## src/rtl/shot_scheduler.sv

```systemverilog
// Battleship shot scheduler: alternates player/PC turns, runs each shot as a
// read-check-write sequence on the board memory, and tracks remaining ships.
module shot_scheduler #(
  parameter logic [15:0] TURN_CYCLES = 16'd5000,
  parameter logic [4:0]  SHIP_CELLS  = 5'd9
) (
  input  logic       clk,
  input  logic       rst,
  input  logic       start,
  input  logic       p_req,
  input  logic [5:0] p_addr,
  input  logic       pc_req,
  input  logic [5:0] pc_addr,
  input  logic [1:0] mem_rdata,
  output logic [6:0] mem_addr,
  output logic       mem_we,
  output logic [1:0] mem_wdata,
  output logic       p_gnt,
  output logic       pc_gnt,
  output logic       turn,
  output logic       hit,
  output logic       reject,
  output logic       done,
  output logic       timeout,
  output logic       game_over,
  output logic       winner
);

  typedef enum logic [2:0] {
    S_IDLE, S_WAIT_P, S_WAIT_PC, S_READ, S_CHECK, S_WRITE, S_END
  } state_t;

  state_t      state, state_d;
  logic [15:0] timer;
  logic [4:0]  left_p, left_pc;
  logic [6:0]  addr_q;     // {target board, cell}; board 1 means the player is shooting
  logic [1:0]  wdata_q;
  logic        ship_q;
  logic        turn_q, winner_q;
  logic [4:0]  tgt_left;
  logic        turn_expired;

  assign tgt_left     = addr_q[6] ? left_pc : left_p;
  // Timer never passes TURN_CYCLES-1 because it only advances on idle cycles;
  // >= is a guard rather than a functional requirement.
  assign turn_expired = (timer >= TURN_CYCLES - 16'd1);

  // State register
  always_ff @(posedge clk) begin
    if (rst) state <= S_IDLE;
    else     state <= state_d;
  end

  // Next-state logic and the combinational pulses that depend on live inputs
  always_comb begin
    state_d = state;
    p_gnt   = 1'b0;
    pc_gnt  = 1'b0;
    timeout = 1'b0;
    reject  = 1'b0;
    case (state)
      S_IDLE:    if (start) state_d = S_WAIT_P;
      S_WAIT_P: begin
        if (p_req) begin
          p_gnt   = 1'b1;
          state_d = S_READ;
        end else if (turn_expired) begin
          timeout = 1'b1;
          state_d = S_WAIT_PC;
        end
      end
      S_WAIT_PC: begin
        if (pc_req) begin
          pc_gnt  = 1'b1;
          state_d = S_READ;
        end
      end
      S_READ:    state_d = S_CHECK;
      S_CHECK: begin
        if (mem_rdata[1]) begin
          // Cell already shot: bounce back to the same shooter's wait state
          reject  = 1'b1;
          state_d = addr_q[6] ? S_WAIT_P : S_WAIT_PC;
        end else begin
          state_d = S_WRITE;
        end
      end
      S_WRITE: begin
        if (ship_q && tgt_left == 5'd0) state_d = S_END;
        else                            state_d = addr_q[6] ? S_WAIT_PC : S_WAIT_P;
      end
      S_END:     state_d = S_END;
      default:   state_d = S_IDLE;
    endcase
  end

  // Datapath: target latch, write data, ship counters, turn timer, winner
  always_ff @(posedge clk) begin
    if (rst) begin
      timer    <= '0;
      left_p   <= '0;
      left_pc  <= '0;
      addr_q   <= '0;
      wdata_q  <= '0;
      ship_q   <= 1'b0;
      turn_q   <= 1'b0;
      winner_q <= 1'b0;
    end else begin
      case (state)
        S_IDLE: begin
          if (start) begin
            left_p  <= SHIP_CELLS;
            left_pc <= SHIP_CELLS;
            timer   <= '0;
            turn_q  <= 1'b0;
          end
        end
        S_WAIT_P: begin
          if (p_req) begin
            addr_q <= {1'b1, p_addr};
          end else if (turn_expired) begin
            timer  <= '0;
            turn_q <= 1'b1;
          end else begin
            timer  <= timer + 16'd1;
          end
        end
        S_WAIT_PC: if (pc_req) addr_q <= {1'b0, pc_addr};
        S_CHECK: begin
          if (!mem_rdata[1]) begin
            // water -> miss (10), ship -> hit (11)
            wdata_q <= {1'b1, mem_rdata[0]};
            ship_q  <= mem_rdata[0];
            if (mem_rdata[0]) begin
              if (addr_q[6]) begin
                if (left_pc != 5'd0) left_pc <= left_pc - 5'd1;
              end else begin
                if (left_p != 5'd0) left_p <= left_p - 5'd1;
              end
            end
          end
        end
        S_WRITE: begin
          if (ship_q && tgt_left == 5'd0) begin
            winner_q <= ~addr_q[6];
          end else begin
            turn_q <= ~turn_q;
            timer  <= '0;
          end
        end
        default: ;
      endcase
    end
  end

  // Outputs; the write strobe is also masked by rst so a reset edge never writes
  assign mem_addr  = addr_q;
  assign mem_wdata = wdata_q;
  assign mem_we    = (state == S_WRITE) && !rst;
  assign done      = (state == S_WRITE);
  assign hit       = (state == S_WRITE) && ship_q;
  assign turn      = turn_q;
  assign game_over = (state == S_END);
  assign winner    = winner_q;

endmodule
```

## config.mk

```make
export PLATFORM = sky130hd
export DESIGN_NAME = shot_scheduler
export DESIGN_NICKNAME = d
export VERILOG_FILES = /design/src/rtl/shot_scheduler.sv
export SDC_FILE = /design/constraint.sdc
export NUM_CORES = 1
export LEC_CHECK = 0
export CAP_MARGIN = 20
export CORE_MARGIN = 4
export CORE_UTILIZATION = 53
export CTS_CLUSTER_DIAMETER = 80
export CTS_CLUSTER_SIZE = 12
export DETAILED_ROUTE_END_ITERATION = 8
export GPL_ROUTABILITY_DRIVEN = 1
export GPL_TIMING_DRIVEN = 0
export PLACE_DENSITY = 0.8
export REMOVE_ABC_BUFFERS = 1
export SLEW_MARGIN = 15
export SYNTH_ARGS = -nofsm -noshare
export SYNTH_HDL_FRONTEND = slang
export SYNTH_SLANG_ARGS = --single-unit
```

## constraint.sdc

```tcl
create_clock -name clk -period 2.6 [get_ports clk]
set_input_delay 0.39 -clock clk [delete_from_list [all_inputs] [get_ports clk]]
set_output_delay 0.39 -clock clk [all_outputs]
set_load 0.1 [all_outputs]
```

==> impl_metrics.py <==
metrics = {
    "finish": {
        "finish.utilization_pct": 65.7,
        "stdcell_count": 362,
        "fin_nets": 335,
        "syn_to_final_growth_pct": 18.7,
        "antennaDiodeCount": 0,
        "fillerInstances": 360,
        "finalInstanceArea_sq_um": 2650,
        "layout_commonest_cell": "nor2_1",
        "final_cell_mix": "42 x nor2_1, 39 x dfxtp_1, 28 x clkdlybuf4s50_1",
        "drive_gt1_share_pct": 8.33,
    },
    "cts": {
        "clock-root-buffer": "clkbuf_8",
        "cts_sinks": 40,
        "htree_levels": 2,
        "cts_buffers": 5,
        "insertion_delay_ns": 0.30,
        "clk_path_buf_depth": 2,
        "postCtsHoldBufs": 0,
        "tritoncts": "done",
        "clk_pin_slew_ns": 0.08,
        "cts_setup_buffers": 0,
    },
    "place": {
        "place_congestion": 0.825,
        "dp.cells": 354,
        "placed_area_sq_um": 2570,
        "port_buffers": 37,
        "hpwlAfterDp_um": 3320,
    },
    "worst_setup_path": {
        "crit_chain": "clkdlybuf4s50_1, nand2b_1, nor2_1, clkdlybuf4s15_2",
        "critPathMaxFanout": 9,
        "crit_arrival_ns": 2.00,
        "critical_path_required_ns": 2.21,
        "ff2ff_setup_slack_ns": 0.25,
        "slowest_stage": "clkdlybuf4s50_1",
        "critPathCaptureType": "primary output",
        "path_class": "in -> out",
        "start_kind": "input port",
        "cp_num_buf_inv": 2,
        "cp_slowest_stage_delay_ns": 0.68,
        "r2r_start": "state[1]",
        "critPathTopFamily": "buffers and inverters",
        "startpoint": "p_req",
    },
    "floorplanning": {
        "num_rows": 23,
        "die_w_um": 72.9,
        "die-area_sq_um": 5310,
        "die_height_um": 72.9,
        "initial_core_util_pct": 55.3,
        "ios": 38,
        "core_sq_um": 4030,
    },
    "drt": {
        "drc_errors": 0,
        "finalWirelength_um": 4690,
        "drtIter0Drc": 106,
        "via_per_inst": 5.55,
        "wl_per_cell_um": 13.0,
        "postRouteAntennaNets": 0,
        "vias": 2009,
        "drt_first_pass_iters": 4,
    },
    "global_routing": {
        "grt_pass1_wl_um": 7970,
        "grt_overflow": 0,
        "antenna_found_initial": 0,
        "grt_max_degree": 36,
        "track_usage_pct": 18.9,
        "grt_pass1_vias": 1829,
    },
    "power_and_ir_drop": {
        "leakagePower_nw": 0.950,
        "ir_drop_mv": 0.343,
        "pwr_density_cell_nw_per_um2": 576,
        "total_power_mw": 1.53,
    },
    "hold_path": {
        "min_from": "timer[15]",
        "min_path_type": "reg -> reg",
    },
    "timing": {
        "max_freq_mhz": 418,
        "hold_ws_ns": 0.478,
        "fin_crit_sh_pct": 92.1,
        "finalHoldViolCount": 0,
        "tightest_slew_ns": 0.982,
        "final-setup-viol-count": 0,
        "slew_headroom_pct": 34.3,
        "rsz0062_at_grt": "false",
        "finalMaxSlewViolations": 0,
        "finClkSkew_ns": 0.0123,
        "period_needed_ns": 2.39,
    },
    "logic_synthesis": {
        "ys_ff_latch": 40,
        "synthDistinctLibCells": 47,
        "async_flop_share_pct": 0,
        "synth-edff-count": 0,
        "netlist_area_sq_um": 2230,
        "yosys_warnings": 0,
        "post_synth.cell_area_avg_sq_um": 7.88,
        "yosysSeqAreaShare_pct": 35.9,
        "syn_inst": 283,
        "synth_ff_type": "dfxtp_1",
    },
    "job": {
        "cap_violations": 0,
    },
    "status": {
        "status": "completed",
    },
}
-- registers in the layout, indices dropped and copies added (netlist names) --
name and count:
state 3, turn 1, winner 1, left_p 5, left_pc 5, mem_wdata 2
mem_addr 7, timer 16
-- synth_stat cells (3+ instances only) --
cell       n  area share, %
o21ai_0   12            2.7
or3_1      8            2.2
nand2b_1   7            2.0
o31ai_1    5            1.7
xor2_1     5            2.0
nand3b_1   3            1.0
nand3_1    7            1.6
clkbuf_1  10            1.7
a21oi_1   26            5.8
ha_1       5            2.8
nor2b_1    8            2.2
inv_1     13            2.2
dfxtp_1   40             36
nand2_1   20            3.4
a31oi_1    5            1.4
and2_1     5            1.4
a211oi_1   7            2.4
nor2_1    42            7.1
o21a_1     5            1.7
nor3_1     8            1.8
nand4_1    3           0.84
mux2i_1    7            3.1
-- what timing repair did --
action,4_1_cts,5_1_grt
resized for setup,25,8
pin swaps,0,0
endpoints found under the setup margin,8,5
-- metal layers --
metal  global-route usage, %  part of all wire (%)  up-vias
li1                        -                     -     1050
met1                    24.3                    48      910
met2                    30.4                    45       41
met3                    4.13                   5.2        8
met4                    8.40                   1.8        0
met5                       0                     0        -
-- final timing paths --
path / endpoint / cells past startpoint
hold reg to reg: timer[15] / 1
setup reg to reg: timer[1] / 6
setup / recovery: p_gnt / 4
hold / removal: timer[15] / 1
-- kinds of logic after synthesis --
family	count (synthesis)	share of synthesized area, %
DFF	40	35.9
buffers and inverters	29	6.28
muxes	7	3.14
AOI/OAI and AO/OA	68	19.2
xor gates and xnor gates	5	1.96
and+or+nand+nor	129	30.7
adders and majority gates	5	2.81
-- worst register-to-register path, cell delays in order, from the launching register on --
cell      delay (ns)
dfxtp_1         0.57
nor2b_1         0.15
and3_1          0.23
a21boi_4        0.16
or3_1           0.59
or3_1           0.43
a21oi_1         0.16
-- where the power goes --
group,switching (mW),leakage (nW),total (mW),internal (mW)
Sequential,0.0432,0.326,0.692,0.649
Clock,0.213,0.0510,0.425,0.212
Combinational,0.267,0.573,0.409,0.142
Total,0.523,0.950,1.53,1.00
-- through the flow --
step | setup TNS [ns] | worst slack, ns
after floorplan | -6.44 | -1.46
after CTS | 0 | 0.0136
after global routing | 0 | 0.0155
final | 0 | 0.205
after global placement | -1.94 | -0.779
after detailed placement | -1.26 | -0.413
-- final cells by class --
class	instances	area, sq um	share of cell area [%]
flip-flops and latches	40	802	30.3
clock buffers	6	82.6	3.12
inverters	13	48.8	1.84
well taps	50	62.6	2.36
multi-input cells	214	1290	48.7
repair buffers	37	353	13.3
clock inverters	2	10.0	0.378
Note: power is estimated with default switching activity, not from simulation.
